[src/rtl/reg_writeback_unit_pkg.sv]
// Shared widths, special register indices and the writeback entry format.
// No logic; constants and types only.
// Entry struct is sized by the package defaults; the top's widths must track these.
package reg_writeback_unit_pkg;

    localparam int WB_DATA_W = 32;
    localparam int WB_ADDR_W = 4;
    localparam int WB_PC_IDX = 15;
    localparam int WB_LR_IDX = 14;

    typedef struct packed {
        logic [WB_ADDR_W-1:0] rd;
        logic [WB_DATA_W-1:0] data;
    } wb_entry_t;

endpackage

[src/rtl/wb_scoreboard.sv]
// Per-register pending-write counters driving BUSY, with a sticky misuse flag.
// Latency: counters update on the edge after issue/retire; BUSY is registered state.
// Backpressure: none; over/underflow saturates and raises sb_err instead of stalling.
module wb_scoreboard
    import reg_writeback_unit_pkg::*;
#(
    parameter int ADDR_W = WB_ADDR_W
) (
    input  logic                 CLK,
    input  logic                 nRST,
    input  logic                 flush,
    input  logic                 issue_vld,
    input  logic [ADDR_W-1:0]    issue_rd,
    input  logic                 retire_vld,
    input  logic [ADDR_W-1:0]    retire_rd,
    output logic [2**ADDR_W-1:0] busy,
    output logic                 sb_err
);

    localparam int NREG = 2**ADDR_W;

    logic [1:0]      cnt_q [NREG];
    logic [1:0]      cnt_d [NREG];
    logic [NREG-1:0] inc_v;
    logic [NREG-1:0] dec_v;
    logic            err_set;

    assign inc_v = issue_vld  ? (NREG'(1) << issue_rd)  : '0;
    assign dec_v = retire_vld ? (NREG'(1) << retire_rd) : '0;

    // Next counter values: issue and retire of one register cancel; ends saturate and flag.
    always_comb begin
        err_set = 1'b0;
        for (int i = 0; i < NREG; i++) begin
            cnt_d[i] = cnt_q[i];
            if (flush) begin
                cnt_d[i] = 2'd0;
            end else if (inc_v[i] && !dec_v[i]) begin
                if (cnt_q[i] == 2'd3) err_set = 1'b1;
                else                  cnt_d[i] = cnt_q[i] + 2'd1;
            end else if (dec_v[i] && !inc_v[i]) begin
                if (cnt_q[i] == 2'd0) err_set = 1'b1;
                else                  cnt_d[i] = cnt_q[i] - 2'd1;
            end
        end
    end

    // Counter state and sticky error; only reset clears sb_err.
    always_ff @(posedge CLK or negedge nRST) begin
        if (!nRST) begin
            for (int i = 0; i < NREG; i++) cnt_q[i] <= 2'd0;
            sb_err <= 1'b0;
        end else begin
            for (int i = 0; i < NREG; i++) cnt_q[i] <= cnt_d[i];
            if (err_set) sb_err <= 1'b1;
        end
    end

    // A register is busy while any write to it is outstanding.
    always_comb begin
        for (int i = 0; i < NREG; i++) busy[i] = (cnt_q[i] != 2'd0);
    end

endmodule

[src/rtl/reg_writeback_unit.sv]
// Merges ALU and load results into a small FIFO and drains one per cycle to the regfile port.
// Latency: accepted at edge k into an empty FIFO -> WE3 high after edge k+1.
// Backpressure: READY from registered count only (no same-cycle pop credit); MEM wins; FLUSH drops READY.
module reg_writeback_unit
    import reg_writeback_unit_pkg::*;
#(
    parameter int DATA_W = WB_DATA_W,
    parameter int ADDR_W = WB_ADDR_W,
    parameter int DEPTH  = 2,
    parameter int PC_IDX = WB_PC_IDX
) (
    input  logic                 CLK,
    input  logic                 nRST,
    input  logic                 FLUSH,
    input  logic                 ALU_VALID,
    output logic                 ALU_READY,
    input  logic [ADDR_W-1:0]    ALU_RD,
    input  logic [DATA_W-1:0]    ALU_DATA,
    input  logic                 MEM_VALID,
    output logic                 MEM_READY,
    input  logic [ADDR_W-1:0]    MEM_RD,
    input  logic [DATA_W-1:0]    MEM_DATA,
    input  logic                 ISSUE_VALID,
    input  logic [ADDR_W-1:0]    ISSUE_RD,
    output logic [ADDR_W-1:0]    WA3,
    output logic [DATA_W-1:0]    WD3,
    output logic                 WE3,
    output logic                 PC_LOAD,
    output logic [2**ADDR_W-1:0] BUSY,
    output logic                 SB_ERR
);

    localparam int                PTR_W     = (DEPTH > 1) ? $clog2(DEPTH) : 1;
    localparam int                CNT_W     = $clog2(DEPTH + 1);
    localparam logic [PTR_W-1:0]  PTR_LAST  = PTR_W'(DEPTH - 1);
    localparam logic [CNT_W-1:0]  CNT_FULL  = CNT_W'(DEPTH);
    localparam logic [CNT_W-1:0]  CNT_ROOM2 = CNT_W'(DEPTH - 2);
    localparam logic [ADDR_W-1:0] PC_RD     = ADDR_W'(PC_IDX);

    function automatic logic [PTR_W-1:0] ptr_inc(input logic [PTR_W-1:0] p);
        return (p == PTR_LAST) ? '0 : p + PTR_W'(1);
    endfunction

    wb_entry_t        fifo_q [DEPTH];
    logic [PTR_W-1:0] wr_ptr_q;
    logic [PTR_W-1:0] rd_ptr_q;
    logic [CNT_W-1:0] count_q;
    logic [PTR_W-1:0] alu_ptr;
    logic             mem_acc;
    logic             alu_acc;
    logic             pop;
    wb_entry_t        head;

    // ALU needs two free slots when MEM is offering, since MEM takes the first one.
    assign MEM_READY = !FLUSH && (count_q < CNT_FULL);
    assign ALU_READY = !FLUSH && (MEM_VALID ? (count_q <= CNT_ROOM2) : (count_q < CNT_FULL));
    assign mem_acc   = MEM_VALID && MEM_READY;
    assign alu_acc   = ALU_VALID && ALU_READY;
    assign pop       = !FLUSH && (count_q != '0);
    assign head      = fifo_q[rd_ptr_q];
    assign alu_ptr   = mem_acc ? ptr_inc(wr_ptr_q) : wr_ptr_q;

    // Entry storage; MEM lands ahead of ALU when both are accepted.
    always_ff @(posedge CLK) begin
        if (mem_acc) fifo_q[wr_ptr_q] <= '{rd: MEM_RD, data: MEM_DATA};
        if (alu_acc) fifo_q[alu_ptr]  <= '{rd: ALU_RD, data: ALU_DATA};
    end

    // Pointers, occupancy and the registered regfile write port.
    always_ff @(posedge CLK or negedge nRST) begin
        if (!nRST) begin
            wr_ptr_q <= '0;
            rd_ptr_q <= '0;
            count_q  <= '0;
            WE3      <= 1'b0;
            PC_LOAD  <= 1'b0;
            WA3      <= '0;
            WD3      <= '0;
        end else if (FLUSH) begin
            wr_ptr_q <= '0;
            rd_ptr_q <= '0;
            count_q  <= '0;
            WE3      <= 1'b0;
            PC_LOAD  <= 1'b0;
        end else begin
            if (alu_acc)      wr_ptr_q <= ptr_inc(alu_ptr);
            else if (mem_acc) wr_ptr_q <= ptr_inc(wr_ptr_q);
            if (pop) begin
                rd_ptr_q <= ptr_inc(rd_ptr_q);
                WA3      <= head.rd;
                WD3      <= head.data;
            end
            count_q <= count_q + CNT_W'(mem_acc) + CNT_W'(alu_acc) - CNT_W'(pop);
            WE3     <= pop;
            PC_LOAD <= pop && (head.rd == PC_RD);
        end
    end

    wb_scoreboard #(.ADDR_W(ADDR_W)) u_scoreboard (
        .CLK        (CLK),
        .nRST       (nRST),
        .flush      (FLUSH),
        .issue_vld  (ISSUE_VALID),
        .issue_rd   (ISSUE_RD),
        .retire_vld (WE3),
        .retire_rd  (WA3),
        .busy       (BUSY),
        .sb_err     (SB_ERR)
    );

endmodule

[config.mk]
export PLATFORM = sky130hd
export DESIGN_NAME = reg_writeback_unit
export DESIGN_NICKNAME = d
export VERILOG_FILES = /design/src/rtl/reg_writeback_unit_pkg.sv /design/src/rtl/wb_scoreboard.sv /design/src/rtl/reg_writeback_unit.sv
export SDC_FILE = /design/constraint.sdc
export NUM_CORES = 1
export LEC_CHECK = 0
export CORE_MARGIN = 4
export CORE_UTILIZATION = 43
export CTS_CLUSTER_DIAMETER = 80
export DETAILED_ROUTE_END_ITERATION = 8
export GPL_TIMING_DRIVEN = 0
export PLACE_DENSITY_LB_ADDON = 0.25
export SKIP_LAST_GASP = 1
export SLEW_MARGIN = 15
export SYNTH_ARGS = -nofsm -noshare
export SYNTH_HDL_FRONTEND = slang
export SYNTH_SLANG_ARGS = --single-unit
export TNS_END_PERCENT = 1
[constraint.sdc]
create_clock -name CLK -period 5.2 [get_ports CLK]
set_input_delay 1.3 -clock CLK [delete_from_list [all_inputs] [get_ports CLK]]
set_output_delay 1.3 -clock CLK [all_outputs]
set_load 0.1 [all_outputs]
# Word level (Yosys, flattened, before mapping)
# Memory sizes are Yosys's and may differ from the RTL's.
# Cells that the tools add are included.
# op_classes
n_addsub,38
order_cmp,2
n_eq_ne,49
shift,2
n_mux,178
n_bitwise,1
reduce_logical,138
# op_table
op,count
$mux W2,81
$mux W1,95
$ne A3 B2 Y1 const B,16
$ne A3 B3 Y1 const B,16
$reduce_and A3 Y1,16
$reduce_bool A3 Y1,16
$logic_and A1 B1 Y1,38
$reduce_bool A2 Y1,18
$logic_not A1 Y1,33
$add A2 B1 Y2 const B,16
$eq A2 B2 Y1 const B,16
$logic_not A2 Y1,16
$mux W16,2
$shl A1 B4 Y16 const A,2
$sub A2 B1 Y2 const B,16
$add A2 B1 Y2,2
$eq A4 B4 Y1 const B,1
$add A1 B1 Y1 const B,3
$le A2 B1 Y1 const B,1
$lt A2 B2 Y1 const B,1
$reduce_and A2 Y1,1
$sub A2 B1 Y2,1
$not A1 Y1,1
# totals
regBits,75
mem_bits_rw,72
input_bits,82
out_inout_bits,57
word_cells,433
n_memories,1
# memory_table
memory,depth,word_bits,rd,rd_clocked_by_memory_dff,write_ports,line_no,source
fifo_q,2,36,1,0,2,reg_writeback_unit.sv:44,wb_entry_t fifo_q [DEPTH];

# Depth between registers and ports, before layout
# Gate-level depths: netlist of run 1.
# logic_depth
ltp_word,67
mapped_depth,10
ltp_nobuf,8

# Hierarchy
# A second synthesis of run 1 with hierarchy kept.
# hier_totals
hier_cells,705
hier_area_um2,7770.0
# modules_own_cells
module,instances,cells_per_inst,area_each_um2,seq_area_each_um2
reg_writeback_unit,1,347,5163.7,3213.1
wb_scoreboard,1,358,2606.2,825.8

# Worst setup path before layout of run 1
# OpenSTA, ideal clock, no wires.
# synth_timing
path_type,input to register
start,input FLUSH
end,memory fifo_q[1][0] in the netlist's numbering (enable)
setup_ns,0.391
t_arrival_ns,5.147
required_ns,4.809
setup_slack_ns,-0.337
stages,5
path_buffers,0
cell_sequence,a211oi_1 and2_1 inv_1 fa_1 inv_1
# synth_rtl
item,line_no,source
from (decl),reg_writeback_unit.sv:14,"input logic FLUSH,"
to (decl),reg_writeback_unit.sv:44,

# Worst setup path in the final report of run 1
# layout_timing
start,input FLUSH
end,output ALU_READY
# layout_via
elab_chain_cells,2
# layout_lines
item,line_no,source
$logic_not A1 Y1,reg_writeback_unit.sv:56,assign ALU_READY = !FLUSH && (MEM_VALID ? (count_q <= CNT_ROOM2) : (count_q < CNT_FULL));
$logic_and A1 B1 Y1,reg_writeback_unit.sv:56,
to (decl),reg_writeback_unit.sv:16,"output logic ALU_READY,"
# Every way passes these cells.

==> impl_metrics.yaml, run 1 <==
status:
  status: "complete, no violations"
synth:
  post_synth_num_cell_types: 37
  synthesis.instances: 675
  synth_enable_flop_cells: 72
  post_synth.cell_area_avg_um2: 10.9
  synth_top_area_share_pct: 29.3
  synth_top_cells_by_area: "sky130_fd_sc_hd__edfxtp_1 29%, sky130_fd_sc_hd__dfrtp_1 25%, sky130_fd_sc_hd__mux2_2 11%"
  yosys.cell_count.top_type: "sky130_fd_sc_hd__dfrtp_1"
  post_synthesis_cell_area_um2: 7380
  yosys_register_bits: 147
  synthArstFlopShare_pct: 51.0
  synth.cells.most_frequent: "75 x sky130_fd_sc_hd__dfrtp_1, 73 x sky130_fd_sc_hd__a21oi_1, 72 x sky130_fd_sc_hd__edfxtp_1, 72 x sky130_fd_sc_hd__mux2_2, 68 x sky130_fd_sc_hd__o21ai_0"
  synth_flop_cell: "sky130_fd_sc_hd__dfrtp_1"
  syn_nets: 764
  yosysWarningCount: 0
  sequential_fraction_of_the_synthesis_area_pct: 54.7
  yosysTopAreaCell: "sky130_fd_sc_hd__edfxtp_1"
grt:
  first_global_vias: 6078
  antenna_found_initial: 0
  global_route_wire_length_before_repair_um: 30700
  total_overflow_reported_by_the_global_router: 0
  grt_start_max_net_pins: 44
  groute.usage.overall_pct: 19.9
critical_path:
  setup.worst_path.start_class: "primary input"
  endpoint_kind: "primary output"
  critical-path-top-delay-family: "buffers and inverters"
  worstPathBufferInverterCount: 2
  worst-endpoint-required_ns: 3.90
  timing.critical_path.mode_cell: "sky130_fd_sc_hd__clkdlybuf4s50_1"
  cp_slowest_stage_delay_ns: 1.20
  path_cells: "clkdlybuf4s50_1 > a211oi_2 > clkdlybuf4s50_1"
  worst_ep_arrival_time_ns: 3.26
  crit_start: "FLUSH"
  timing_worst_setup_path_type: "primary input to primary output"
  rr_startpoint: "count_q[0]"
  timing.critical_path.slowest_stage_cell: "sky130_fd_sc_hd__clkdlybuf4s50_1"
  largest_fanout_of_any_net_on_the_critical_path: 4
floorplanning:
  floorplan.io_pins: 139
  die_outline_area_um2: 19300
  dieWidth_um: 139
  fp.coreArea_um2: 16700
  floorplan.initialDensity_pct: 44.2
  fp-row-count: 47
  dieHeight_um: 139
min_path:
  hold_path.class: "flip-flop to flip-flop"
  min-delay-start: "WD3[17]"
final_layout:
  multi_input_comb_area_um2: 3200
  regArea_um2: 4040
  layout.cells.non_filler: 1068
  final_cell_area_um2: 9760
  antenna_cells: 0
  syn_to_final_growth_pct: 32.2
  count_of_filler_cells_inserted_in_the_layout: 1382
  layout-drive-gt1-share_pct: 15.8
  fin_nets: 924
routing:
  via_per_inst: 5.59
  ant_nets: 0
  route.detailed.drc: 0
  vias: 5967
  dr.first_iter.drc_count: 488
  average_detailed_routed_wire_length_per_instance_um: 18.1
  first_pass_iters: 7
  postRouteWirelength_um: 19300
sta:
  achievable-frequency_mhz: 219
  final.hold.worst_slack_ns: 0.481
  timing.clock.skew_ns: 0.0119
  actual_transition_at_the_worst_max_transition_pin_ns: 1.06
  final_hold_viol_count: 0
  grt_setup_unrepaired: "no"
  setup_viol: 0
  fin_tns_setup_ns: 0
  clock_period_minus_worst_slack_ns: 4.56
  report.final.slew_viol_count: 0
  post-route-period-util_pct: 87.6
  slew-limit-headroom_pct: 29.3
clocking:
  clock-root-buffer: "sky130_fd_sc_hd__clkbuf_16"
  clock_path_buffers: 2
  hold_buffers: 0
  inserted_clock_buffers: 17
  clk_transition_reported_paths_ns: 0.06
  tritoncts: "built"
  clock_tree.htree_level_count: 4
  cts_resized: 0
  post-cts-setup-buffer-count: 0
  insertion_delay_ns: 0.42
  clkSinkCount: 147
placed_design:
  final_hpwl_from_detailed_placement_um: 13900
  total_instance_count_after_detailed_placement: 1036
  placed_area_um2: 9110
  place_congestion: 0.888
  portBuffers: 138
flow_run:
  cap_viol_max_count: 0
power_and_ir_drop:
  design_power_total_uw: 5400
  static-leakage-power_uw: 0.00378
  pwr_density_cell_nw_per_um2: 553
  ir_worst_vdd_v: 0.000423
==> stage by stage <==
| stage | worst slack, ns | utilization, % |
|---|---|---|
| floorplan | 0.643 | - |
| global placement | 0.0114 | 54.1 |
| detailed placement | 0.642 | 54.5 |
| CTS | 0.642 | 58.4 |
| global route | 0.602 | 58.4 |
| finish | 0.643 | 58.4 |
==> path summary, 6_finish.rpt <==
path | to | slack, ns | depth (start not counted)
worst min register to register | WD3[17] | 0.48 | 2
worst max register to register | fifo_q[0][21] | 2.21 | 6
worst min-delay path | WD3[17] | 0.48 | 2
min in group asynchronous | u_scoreboard.cnt_q[2] | 0.83 | 1
worst max-delay path | ALU_READY | 0.64 | 3
max in group asynchronous | u_scoreboard.cnt_q[20] | 3.78 | 2
==> layout make-up <==
| type | instances | share of cell area, % |
|---|---|---|
| well taps | 220 | 2.82 |
| clock buffers | 19 | 4.54 |
| repair buffers | 141 | 14.8 |
| flip-flops and latches | 147 | 41.4 |
| clock inverters | 13 | 2.12 |
| plain buffers | 29 | 1.15 |
| inverters | 8 | 0.308 |
| multi-input cells | 491 | 32.8 |
==> cell families after synthesis <==
logic type / Yosys count / synth area share [%]
AND/OR/NAND/NOR: 225 / 15.4
AO/OA/AOI/OAI: 148 / 10.2
flip-flops: 147 / 54.7
multiplexers: 108 / 15.9
buffers and inverters: 37 / 1.93
adder cells (fa/ha/maj): 7 / 1.49
XOR/XNOR: 3 / 0.356
==> worst min-delay path, delay by kind of cell (launching register included) <==
kind / cells / cell delay [ns]
AOI/OAI and AO/OA: 1 / 0.06
DFF: 1 / 0.34
and+or+nand+nor: 1 / 0.04
==> routing by layer <==
layer	share of wire (%)	global-route usage (%)	up-vias
met2	50	33.9	238
li1	-	-	2772
met3	6.3	5.24	41
met1	41	24.2	2916
met5	0	0	-
met4	2.5	7.83	0
==> layout by cell type, fill, tap and decap left out, types with 2 or more instances in the layout <==
| master | count |
|---|---|
| sky130_fd_sc_hd__fa_1 | 3 |
| sky130_fd_sc_hd__xor2_1 | 2 |
| sky130_fd_sc_hd__dfrtp_1 | 75 |
| sky130_fd_sc_hd__clkinv_4 | 3 |
| sky130_fd_sc_hd__buf_2 | 3 |
| sky130_fd_sc_hd__a21oi_1 | 73 |
| sky130_fd_sc_hd__and4_1 | 3 |
| sky130_fd_sc_hd__nand2_1 | 63 |
| sky130_fd_sc_hd__nor2b_1 | 12 |
| sky130_fd_sc_hd__mux2_2 | 72 |
| sky130_fd_sc_hd__clkbuf_16 | 17 |
| sky130_fd_sc_hd__edfxtp_1 | 72 |
| sky130_fd_sc_hd__clkbuf_1 | 19 |
| sky130_fd_sc_hd__or2_2 | 17 |
| sky130_fd_sc_hd__a31oi_1 | 5 |
| sky130_fd_sc_hd__mux2i_1 | 36 |
| sky130_fd_sc_hd__nand3_1 | 9 |
| sky130_fd_sc_hd__clkinv_2 | 2 |
| sky130_fd_sc_hd__ha_1 | 4 |
| sky130_fd_sc_hd__or4_1 | 10 |
| sky130_fd_sc_hd__o21ai_0 | 68 |
| sky130_fd_sc_hd__nand4_1 | 12 |
| sky130_fd_sc_hd__and2_1 | 15 |
| sky130_fd_sc_hd__and3b_1 | 2 |
| sky130_fd_sc_hd__nor3_1 | 4 |
| sky130_fd_sc_hd__buf_12 | 2 |
| sky130_fd_sc_hd__clkdlybuf4s50_1 | 137 |
| sky130_fd_sc_hd__nor2_1 | 60 |
| sky130_fd_sc_hd__inv_2 | 2 |
| sky130_fd_sc_hd__inv_1 | 6 |
| sky130_fd_sc_hd__buf_1 | 8 |
| sky130_fd_sc_hd__bufinv_16 | 5 |
| sky130_fd_sc_hd__nand2b_1 | 5 |
| sky130_fd_sc_hd__nand3b_1 | 2 |
| sky130_fd_sc_hd__nor4_1 | 5 |
==> flip-flops by register name, summed over array words and instances, names as in the netlist <==
signal and flops:
fifo_q 72, u_scoreboard.cnt_q 32, rd_ptr_q 1, wr_ptr_q 1, WE3 1, PC_LOAD 1, WA3 4, u_scoreboard.sb_err 1
WD3 32, count_q 2
==> power breakdown <==
part | switching [uW] | internal, uW
clock | 481 | 864
sequential | 166 | 1520
combinational | 1720 | 642
total | 2370 | 3030
Note: power is estimated with default switching activity, not from simulation.
==> inputs of run 2 (changes only) <==
--- a/config.mk
+++ b/config.mk
@@ -8,6 +8,7 @@
 export CORE_MARGIN = 4
 export CORE_UTILIZATION = 43
 export CTS_CLUSTER_DIAMETER = 80
+export CTS_CLUSTER_SIZE = 10
 export DETAILED_ROUTE_END_ITERATION = 8
 export GPL_TIMING_DRIVEN = 0
 export PLACE_DENSITY_LB_ADDON = 0.25
==> constraint.sdc (replaced) <==
create_clock -name CLK -period 5.3 [get_ports CLK]
set_input_delay 1.325 -clock CLK [delete_from_list [all_inputs] [get_ports CLK]]
set_output_delay 1.325 -clock CLK [all_outputs]
set_load 0.1 [all_outputs]
==> results of run 2 <==
The final DEF is identical to that of run 1. Status: complete, no violations.
Main changes from that run: setup slack after placement 0.642 ns -> 0.692 ns; setup slack after layout 0.643 ns -> 0.693 ns; register-to-register setup slack 2.21 ns -> 2.31 ns; total power 5400 uW -> 5290 uW; worst IR drop on VDD 0.000423 V -> 0.000415 V
